[config.mk]
export PLATFORM = sky130hd
export DESIGN_NAME = alu_arb_flat
export DESIGN_NICKNAME = d
export VERILOG_FILES = /design/src/rtl/alu_arb_if.sv /design/src/rtl/alu_arb.sv /design/src/flat_wrapper.sv
export SDC_FILE = /design/constraint.sdc
export NUM_CORES = 1
export LEC_CHECK = 0
export CELL_PAD_IN_SITES_DETAIL_PLACEMENT = 0
export CELL_PAD_IN_SITES_GLOBAL_PLACEMENT = 1
export CORE_MARGIN = 5
export CORE_UTILIZATION = 30
export CTS_CLUSTER_DIAMETER = 50
export DETAILED_ROUTE_END_ITERATION = 7
export GPL_TIMING_DRIVEN = 0
export PLACE_DENSITY = 0.86
export SLEW_MARGIN = 40
export SYNTH_ARGS = -nofsm -noshare
export SYNTH_HDL_FRONTEND = slang
export SYNTH_SLANG_ARGS = --single-unit
export TNS_END_PERCENT = 10
[constraint.sdc]
create_clock -name clk -period 3 [get_ports clk]
set_input_delay 0.6 -clock clk [delete_from_list [all_inputs] [get_ports clk]]
set_output_delay 0.6 -clock clk [all_outputs]
set_load 0.02 [all_outputs]
[src/rtl/alu_arb_if.sv]
// Client request/response and ALU-side signal bundle for alu_arb.
// slave: the arbiter's view; master: the clients' and ALU's view.
interface alu_arb_if;
  localparam int unsigned DW  = 8;
  localparam int unsigned OPW = 4;

  logic           req0_valid;
  logic           req0_ready;
  logic [OPW-1:0] req0_op;
  logic [DW-1:0]  req0_a;
  logic [DW-1:0]  req0_b;
  logic           rsp0_valid;
  logic [DW-1:0]  rsp0_data;
  logic           rsp0_err;

  logic           req1_valid;
  logic           req1_ready;
  logic [OPW-1:0] req1_op;
  logic [DW-1:0]  req1_a;
  logic [DW-1:0]  req1_b;
  logic           rsp1_valid;
  logic [DW-1:0]  rsp1_data;
  logic           rsp1_err;

  logic [DW-1:0]  alu_i1;
  logic [DW-1:0]  alu_i2;
  logic [OPW-1:0] alu_op;
  logic [DW-1:0]  alu_o;

  modport slave (
    input  req0_valid, req0_op, req0_a, req0_b,
    input  req1_valid, req1_op, req1_a, req1_b,
    input  alu_o,
    output req0_ready, rsp0_valid, rsp0_data, rsp0_err,
    output req1_ready, rsp1_valid, rsp1_data, rsp1_err,
    output alu_i1, alu_i2, alu_op
  );

  modport master (
    output req0_valid, req0_op, req0_a, req0_b,
    output req1_valid, req1_op, req1_a, req1_b,
    output alu_o,
    input  req0_ready, rsp0_valid, rsp0_data, rsp0_err,
    input  req1_ready, rsp1_valid, rsp1_data, rsp1_err,
    input  alu_i1, alu_i2, alu_op
  );
endinterface

[src/rtl/alu_arb.sv]
// Two-client round-robin arbiter/sequencer for the shared 8-bit filter ALU.
// Each op runs IDLE (accept) -> EXEC (drive ALU) -> RESP (one-cycle pulse).
module alu_arb (
  input  logic       clk,
  input  logic       rst,
  alu_arb_if.slave   bus
);
  localparam int unsigned DW  = 8;
  localparam int unsigned OPW = 4;
  localparam logic [OPW-1:0] OP_DIV = OPW'(4);

  typedef enum logic [1:0] {IDLE = 2'd0, EXEC = 2'd1, RESP = 2'd2} state_t;

  state_t         state, state_nx;
  logic           last;
  logic           gnt_r;
  logic [OPW-1:0] op_r;
  logic [DW-1:0]  a_r;
  logic [DW-1:0]  b_r;
  logic [DW-1:0]  res_r;
  logic           err_r;

  logic           gnt_c;
  logic           accept_c;
  logic           div0_c;

  // Contention goes to the port that was not served last.
  always_comb begin
    gnt_c = 1'b0;
    if (bus.req0_valid && bus.req1_valid) gnt_c = ~last;
    else if (bus.req1_valid)              gnt_c = 1'b1;
  end

  assign div0_c = (op_r == OP_DIV) && (b_r == '0);

  always_ff @(posedge clk) begin
    if (rst) state <= IDLE;
    else     state <= state_nx;
  end

  always_comb begin
    state_nx       = state;
    accept_c       = 1'b0;
    bus.req0_ready = 1'b0;
    bus.req1_ready = 1'b0;
    bus.rsp0_valid = 1'b0;
    bus.rsp0_data  = '0;
    bus.rsp0_err   = 1'b0;
    bus.rsp1_valid = 1'b0;
    bus.rsp1_data  = '0;
    bus.rsp1_err   = 1'b0;
    bus.alu_op     = '0;
    bus.alu_i1     = '0;
    bus.alu_i2     = '0;
    case (state)
      IDLE: begin
        if (bus.req0_valid || bus.req1_valid) begin
          accept_c       = 1'b1;
          bus.req0_ready = ~gnt_c;
          bus.req1_ready = gnt_c;
          state_nx       = EXEC;
        end
      end
      EXEC: begin
        bus.alu_op = op_r;
        bus.alu_i1 = a_r;
        bus.alu_i2 = b_r;
        state_nx   = RESP;
      end
      RESP: begin
        if (gnt_r) begin
          bus.rsp1_valid = 1'b1;
          bus.rsp1_data  = res_r;
          bus.rsp1_err   = err_r;
        end else begin
          bus.rsp0_valid = 1'b1;
          bus.rsp0_data  = res_r;
          bus.rsp0_err   = err_r;
        end
        state_nx = IDLE;
      end
      default: state_nx = IDLE;
    endcase
  end

  // Payload capture on accept, result capture in EXEC, fairness pointer in RESP.
  always_ff @(posedge clk) begin
    if (rst) begin
      last  <= 1'b1;
      gnt_r <= 1'b0;
      op_r  <= '0;
      a_r   <= '0;
      b_r   <= '0;
      res_r <= '0;
      err_r <= 1'b0;
    end else begin
      if (accept_c) begin
        gnt_r <= gnt_c;
        op_r  <= gnt_c ? bus.req1_op : bus.req0_op;
        a_r   <= gnt_c ? bus.req1_a  : bus.req0_a;
        b_r   <= gnt_c ? bus.req1_b  : bus.req0_b;
      end
      if (state == EXEC) begin
        err_r <= div0_c;
        res_r <= div0_c ? '0 : bus.alu_o;
      end
      if (state == RESP) last <= gnt_r;
    end
  end
endmodule

[src/flat_wrapper.sv]
// flat-port wrapper written by rule: the top's interface ports become plain ports
module alu_arb_flat 
  (clk, rst, bus_req0_valid, bus_req0_op, bus_req0_a, bus_req0_b, bus_req1_valid, bus_req1_op, bus_req1_a, bus_req1_b, bus_alu_o, bus_req0_ready, bus_rsp0_valid, bus_rsp0_data, bus_rsp0_err, bus_req1_ready, bus_rsp1_valid, bus_rsp1_data, bus_rsp1_err, bus_alu_i1, bus_alu_i2, bus_alu_op);
  alu_arb_if bus_i ();
  input  logic clk;
  input  logic rst;
  input wire logic [$bits(bus_i.req0_valid)-1:0] bus_req0_valid;
  input wire logic [$bits(bus_i.req0_op)-1:0] bus_req0_op;
  input wire logic [$bits(bus_i.req0_a)-1:0] bus_req0_a;
  input wire logic [$bits(bus_i.req0_b)-1:0] bus_req0_b;
  input wire logic [$bits(bus_i.req1_valid)-1:0] bus_req1_valid;
  input wire logic [$bits(bus_i.req1_op)-1:0] bus_req1_op;
  input wire logic [$bits(bus_i.req1_a)-1:0] bus_req1_a;
  input wire logic [$bits(bus_i.req1_b)-1:0] bus_req1_b;
  input wire logic [$bits(bus_i.alu_o)-1:0] bus_alu_o;
  output wire logic [$bits(bus_i.req0_ready)-1:0] bus_req0_ready;
  output wire logic [$bits(bus_i.rsp0_valid)-1:0] bus_rsp0_valid;
  output wire logic [$bits(bus_i.rsp0_data)-1:0] bus_rsp0_data;
  output wire logic [$bits(bus_i.rsp0_err)-1:0] bus_rsp0_err;
  output wire logic [$bits(bus_i.req1_ready)-1:0] bus_req1_ready;
  output wire logic [$bits(bus_i.rsp1_valid)-1:0] bus_rsp1_valid;
  output wire logic [$bits(bus_i.rsp1_data)-1:0] bus_rsp1_data;
  output wire logic [$bits(bus_i.rsp1_err)-1:0] bus_rsp1_err;
  output wire logic [$bits(bus_i.alu_i1)-1:0] bus_alu_i1;
  output wire logic [$bits(bus_i.alu_i2)-1:0] bus_alu_i2;
  output wire logic [$bits(bus_i.alu_op)-1:0] bus_alu_op;
  assign bus_i.req0_valid = bus_req0_valid;
  assign bus_i.req0_op = bus_req0_op;
  assign bus_i.req0_a = bus_req0_a;
  assign bus_i.req0_b = bus_req0_b;
  assign bus_i.req1_valid = bus_req1_valid;
  assign bus_i.req1_op = bus_req1_op;
  assign bus_i.req1_a = bus_req1_a;
  assign bus_i.req1_b = bus_req1_b;
  assign bus_i.alu_o = bus_alu_o;
  assign bus_req0_ready = bus_i.req0_ready;
  assign bus_rsp0_valid = bus_i.rsp0_valid;
  assign bus_rsp0_data = bus_i.rsp0_data;
  assign bus_rsp0_err = bus_i.rsp0_err;
  assign bus_req1_ready = bus_i.req1_ready;
  assign bus_rsp1_valid = bus_i.rsp1_valid;
  assign bus_rsp1_data = bus_i.rsp1_data;
  assign bus_rsp1_err = bus_i.rsp1_err;
  assign bus_alu_i1 = bus_i.alu_i1;
  assign bus_alu_i2 = bus_i.alu_i2;
  assign bus_alu_op = bus_i.alu_op;
  alu_arb u_core (.clk(clk), .rst(rst), .bus(bus_i));
endmodule
==> flow_summary.toml, run 1 <==
[sta]
hold_viol = 0
post-route-period-util = 0.921
fmaxAchievable_mhz = 362
period_minus_slack_ns = 2.76
grt_setup_unrepaired = "false"
tightestPinTransition_ns = 0.695
max-slew-margin-rel = 0.537
maxSlewViolCount = 0
fin_skew_ns = 0.00393
final-setup-viol-count = 0

[logic_synthesis]
post_synth_fa_ha_maj_area_fraction = 0
synth.largest_area_cell = "sky130_fd_sc_hd__dfxtp_1"
mappedNetlistArea_mm2 = 0.00179
synthArstFlopShare = 0
synth_top_family_by_area = "compound AO/OA/AOI/OAI gates"
synth.yosys.warnings = 0
synth_compound_gate_area_share = 0.245
ys_ff_latch = 33
synthSimpleGateAreaFrac = 0.220
mappedNetlistNets = 249
synth-edff-count = 0
yosys-mux-area-fraction = 0.112
synthTopCellsByCount = "38 x sky130_fd_sc_hd__and2_1, 33 x sky130_fd_sc_hd__dfxtp_1, 30 x sky130_fd_sc_hd__a21oi_1, 20 x sky130_fd_sc_hd__a211oi_2, 20 x sky130_fd_sc_hd__mux2i_1"
post_synth_xor_area_fraction = 0
synth.top_cell.area_share = 0.368
synth_flop_cell = "sky130_fd_sc_hd__dfxtp_1"
avgSynthCellArea_um2 = 9.11
post_synth_inst_count = 197
synthDistinctLibCells = 24
cell_with_the_most_instances_after_synthesis = "sky130_fd_sc_hd__and2_1"
synthTopCellsByArea = "sky130_fd_sc_hd__dfxtp_1 37%, sky130_fd_sc_hd__a211oi_2 14%, sky130_fd_sc_hd__and2_1 13%"
sequential_to_total_area_share_from_yosys_stat = 0.368

[grt]
gr-usage-all-layers = 0.137
antenna_found_initial = 0
grt_pass1_vias = 1751
grt_remaining_overflow = 0
grt_max_degree = 11
grt_first_pass_wirelength_um = 8180

[route]
ant_nets = 0
met2_wl_post_dr_um = 2380
drt_first_iter_violations = 47
wl_um = 5250
detailroute.wirelength.met3_um = 421
post_drt_wl_per_cell_um = 14.1
routed_via_count = 1726
topRoutingLayerUsed = "met4"
routedLengthMet1_um = 2360
pre_antenna_drt_iters = 4
drc = 0
route.detailed.vias_per_inst = 4.64

[power_and_ir_drop]
internal-power_mw = 0.818
clock_power_frac = 0.275
power_density_mw_per_mm2 = 400
power.net_switching_mw = 0.340
seq_power_share = 0.438
comb_power_share = 0.288
leakagePower_nw = 1.06
power.switching_fraction = 0.294
worst_ir_drop_vdd_mv = 0.173

[die]
core-area_mm2 = 0.00585
die_w_um = 87.3
top_level_ports = 94
dieArea_mm2 = 0.00763
die_h_um = 87.3
starting_utilization_of_the_core_area = 0.307
rows = 28

[cts]
worst_skew_late_latency_ns = 0.28
worst_setup_hold_path_clk_slew_ns = 0.06
cts-buffers-inserted = 5
htreeDepth = 2
clk_sink_count = 33
ctsLongestPathBuffers = 2
tritoncts = "done"
ctsRootBufferMaster = "sky130_fd_sc_hd__clkbuf_8"

[placement]
placement.cell_area_mm2 = 0.00281
hpwl_um = 3930
dp_cells = 364
placement.io_buffers = 92
routabilityCongestion = 0.742

[run_status]
status = "complete, no violations"

[worst_setup_path]
sort_of_element_at_the_end_of_the_critical_path = "output port"
critPathLaunchType = "register"
worstPathArrival_ns = 2.16
crit_path_max_fanout = 10
critPathRequiredTime_ns = 2.40
worstSetupPathType = "reg2out"

[layout]
finish.utilization = 0.494
share_of_layout_cells_above_drive_strength_1 = 0.131
fin_area_mm2 = 0.00289
finalNetCount = 348
inserted_diodes = 0
final-instance-count-excl-fill = 372
synthToLayoutAreaGrowth_pct = 61.1

[worst_hold_path]
hold_path.class = "reg2reg"

[flow_run]
drv_cap = 0
-- logic make-up (layout without fill, tap and decap cells) --
group                  Yosys count  count (layout)
AO/OA/AOI/OAI                   54              54
AND/OR/NAND/NOR                 72              72
multiplexers                    20              20
flip-flops                      33              33
buffers and inverters           18             118
-- metal layers --
layer | vias up | global-route usage
met5 | - | 0
met4 | 0 | 0.0446
met2 | 61 | 0.217
li1 | 882 | -
met3 | 9 | 0.0558
met1 | 774 | 0.168
-- flip-flops by register name, summed over array words and instances (netlist names) --
register      flops
u_core.res_r      8
u_core.state      2
u_core.b_r        8
u_core.op_r       4
u_core.err_r      1
u_core.a_r        8
u_core.last       1
u_core.gnt_r      1
-- placed cells by master (no fill, tap or decap), types with 2 or more instances in the layout --
master	instances
sky130_fd_sc_hd__clkdlybuf4s50_1	91
sky130_fd_sc_hd__and2_1	38
sky130_fd_sc_hd__dfxtp_1	33
sky130_fd_sc_hd__a21oi_1	30
sky130_fd_sc_hd__mux2i_1	20
sky130_fd_sc_hd__a211oi_2	20
sky130_fd_sc_hd__nand2_1	18
sky130_fd_sc_hd__clkbuf_1	9
sky130_fd_sc_hd__buf_2	6
sky130_fd_sc_hd__nor2_1	6
sky130_fd_sc_hd__clkbuf_8	5
sky130_fd_sc_hd__buf_4	3
sky130_fd_sc_hd__nand2b_1	2
sky130_fd_sc_hd__buf_6	2
sky130_fd_sc_hd__nor4_1	2
-- power groups by stage --
stage / Combinational (mW) / Sequential, mW / Clock (mW)
finish: 0.333 / 0.507 / 0.318
global placement: 0.332 / 0.514 / 0
global route: 0.361 / 0.511 / 0.348
detailed placement: 0.335 / 0.516 / 0
floorplan: 0.199 / 0.508 / 0
CTS: 0.336 / 0.506 / 0.328
-- final cells by class --
type | count | area [um^2]
Buffer | 17 | 97.6
Multi-Input combinational cell | 146 | 1030
Fill cell | 573 | 2960
Clock buffer | 8 | 80.1
Timing Repair Buffer | 92 | 920
Tap cell | 75 | 93.8
Sequential cell | 33 | 661
Inverter | 1 | 3.75
-- stage by stage --
| stage | power [mW] | worst slack [ns] | setup TNS, ns | hold slack [ns] |
|---|---|---|---|---|
| 2_1_floorplan | 0.706 | 1.02 | 0 | 0.440 |
| 3_3_place_gp | 0.846 | -0.0736 | -0.0736 | 0.450 |
| 3_5_place_dp | 0.851 | -0.0850 | -0.0850 | 0.454 |
| 4_1_cts | 1.17 | 0.201 | 0 | 0.463 |
| 5_1_grt | 1.22 | 0.0571 | 0 | 0.483 |
| 6_report | 1.16 | 0.237 | 0 | 0.463 |
-- critical path: stages (launching register included) --
cell and delay [ns]:
sky130_fd_sc_hd__dfxtp_1 0.39, sky130_fd_sc_hd__nor2b_1 0.14, sky130_fd_sc_hd__buf_2 0.20, sky130_fd_sc_hd__clkbuf_1 0.35, sky130_fd_sc_hd__and2_1 0.18, sky130_fd_sc_hd__clkdlybuf4s50_1 0.62
-- worst paths after layout --
path,endpoint,slack [ns],cells past startpoint,start
worst max-delay path,bus_alu_i2[5],0.24,5,u_core.state[0]
worst min-delay path,u_core.res_r[5],0.46,2,u_core.res_r[5]
worst max register to register,u_core.res_r[7],1.62,3,u_core.b_r[5]
worst min register to register,u_core.res_r[5],0.46,2,u_core.res_r[5]
-- repair_timing --
item,CTS,global route
setup endpoints to repair,1,0
hold buffers,0,0
resized for setup,2,0
setup buffers,0,0
Note: power is estimated with default switching activity, not from simulation.
==> inputs of run 2 (changes only) <==
--- a/config.mk
+++ b/config.mk
@@ -13,6 +13,7 @@
 export DETAILED_ROUTE_END_ITERATION = 7
 export GPL_TIMING_DRIVEN = 0
 export PLACE_DENSITY = 0.86
+export SETUP_SLACK_MARGIN = 0.15
 export SLEW_MARGIN = 40
 export SYNTH_ARGS = -nofsm -noshare
 export SYNTH_HDL_FRONTEND = slang
==> constraint.sdc (replaced) <==
create_clock -name clk -period 3 [get_ports clk]
set_input_delay 0.6 -clock clk [delete_from_list [all_inputs] [get_ports clk]]
set_output_delay 0.6 -clock clk [all_outputs]
set_load 0.01 [all_outputs]
==> flow_summary.toml, run 2 (synthesis gave the netlist of run 1 again) <==
[die]
top_level_ports = 94
starting_utilization_of_the_core_area = 0.307
rows = 28
core-area_mm2 = 0.00585
die_h_um = 87.3
die_w_um = 87.3
dieArea_mm2 = 0.00763

[power_and_ir_drop]
leakagePower_nw = 1.07
power_density_mw_per_mm2 = 395
worst_ir_drop_vdd_mv = 0.173

[grt]
grt_pass1_vias = 1751
gr-usage-all-layers = 0.137
antenna_found_initial = 0
grt_max_degree = 11
grt_first_pass_wirelength_um = 8180
grt_remaining_overflow = 0

[sta]
max-slew-margin-rel = 0.537
post-route-period-util = 0.898
hold_viol = 0
tightestPinTransition_ns = 0.695
period_minus_slack_ns = 2.70
fin_skew_ns = 0.00379
maxSlewViolCount = 0
post-route-worst-setup-slack_ns = 0.305
final-setup-viol-count = 0
fmaxAchievable_mhz = 371
grt_setup_unrepaired = "true"

[placement]
routabilityCongestion = 0.742
placement.io_buffers = 92
dp_worst_setup_slack_ns = -0.0171
hpwl_um = 3930

[layout]
synthToLayoutAreaGrowth_pct = 61.6
layout_common_cells = "91 x sky130_fd_sc_hd__clkdlybuf4s50_1, 38 x sky130_fd_sc_hd__and2_1, 33 x sky130_fd_sc_hd__dfxtp_1"
share_of_layout_cells_above_drive_strength_1 = 0.135
sequential_area_um2 = 661
inserted_diodes = 0
fillCellCount = 568
biggestRegsByFlops = "u_core.a_r (8), u_core.b_r (8), u_core.res_r (8)"
final_common_cell = "sky130_fd_sc_hd__clkdlybuf4s50_1"
multi_input_area_mm2 = 0.00103
finalNetCount = 348
finish.utilization = 0.496

[route]
wl_um = 5260
routedLengthMet1_um = 2370
drt_first_iter_violations = 50
ant_nets = 0
drc = 0
routed_via_count = 1727
pre_antenna_drt_iters = 4
met2_wl_post_dr_um = 2380
route.detailed.vias_per_inst = 4.64
topRoutingLayerUsed = "met4"
post_drt_wl_per_cell_um = 14.1
detailroute.wirelength.met3_um = 421

[cts]
post-cts-setup-buffers = 0
worst_skew_late_latency_ns = 0.28
tritoncts = "done"
ctsRootBufferMaster = "sky130_fd_sc_hd__clkbuf_8"
ctsLongestPathBuffers = 2
worst_setup_hold_path_clk_slew_ns = 0.06
htreeDepth = 2
clk_sink_count = 33
cts-buffers-inserted = 5

[worst_setup_path]
r2r_worst_path_depth = 3
worst-path-stages = 5
crit_path_max_fanout = 10
crit_path_cell_trace = "nor2b_1 > buf_2 > clkbuf_1 > and2_1 > clkdlybuf4s50_1"
critPathRequiredTime_ns = 2.40
cp.buffers_inverters = 3
worstSetupPathType = "reg2out"
sort_of_element_at_the_end_of_the_critical_path = "output port"
worstPathArrival_ns = 2.10
cpLargestDelayFamily = "buffers and inverters"
worst_path_max_delay_cell = "sky130_fd_sc_hd__clkdlybuf4s50_1"
critPathLaunchType = "register"
crit_path_max_incr_delay_ns = 0.56

[run_status]
status = "complete, no violations"

[flow_run]
drv_cap = 0

[worst_hold_path]
timing.hold.worst_path_depth = 2
hold_path.class = "reg2reg"
==> run 2: timing repair <==
action | CTS | global route
hold endpoints to repair | 0 | 0
hold buffers | 0 | 0
setup endpoints to repair | 1 | 8
gates resized for setup | 3 | 1
==> run 2: through the flow <==
step                total power [mW]  std cells  instance area [um^2]  setup TNS [ns]  hold slack [ns]
finish                          1.15        372                  2900               0            0.463
global route                    1.21        372                  2900               0            0.483
CTS                             1.16        372                  2900               0            0.463
detailed placement             0.837        364                  2810         -0.0171            0.454
global placement               0.833        364                  2810        -0.00569            0.450
floorplan                      0.693        197                  1790               0            0.440
==> run 2: report_power, final <==
| group | switching, mW | total, mW | internal, mW |
|---|---|---|---|
| sequential | 0.0260 | 0.507 | 0.481 |
| combinational | 0.147 | 0.321 | 0.174 |
| clock | 0.153 | 0.318 | 0.165 |
| total | 0.327 | 1.15 | 0.819 |
==> run 2: path summary, 6_finish.rpt <==
path                         from  slack, ns              end
setup / recovery  u_core.state[0]       0.30    bus_alu_i2[5]
hold / removal    u_core.res_r[5]       0.46  u_core.res_r[5]
setup reg to reg    u_core.b_r[5]       1.62  u_core.res_r[7]
hold reg to reg   u_core.res_r[5]       0.46  u_core.res_r[5]
==> run 2: final cells by class <==
cell class	count	share of cell area
well taps	75	0.0324
plain buffers	17	0.0354
repair buffers	92	0.319
inverters	1	0.00129
flip-flops and latches	33	0.228
clock buffers	8	0.0276
multi-input cells	146	0.357
==> run 2: metal layers <==
layer / global-route usage / vias up
met2: 0.217 / 61
li1: - / 882
met4: 0.0446 / 0
met3: 0.0558 / 9
met5: 0 / -
met1: 0.168 / 775
==> run 2: worst reg2reg max path, stage by stage (launching register included) <==
cell and delay, ns:
sky130_fd_sc_hd__dfxtp_1 0.34, sky130_fd_sc_hd__nor4_1 0.42, sky130_fd_sc_hd__a41o_1 0.44, sky130_fd_sc_hd__a21oi_1 0.07
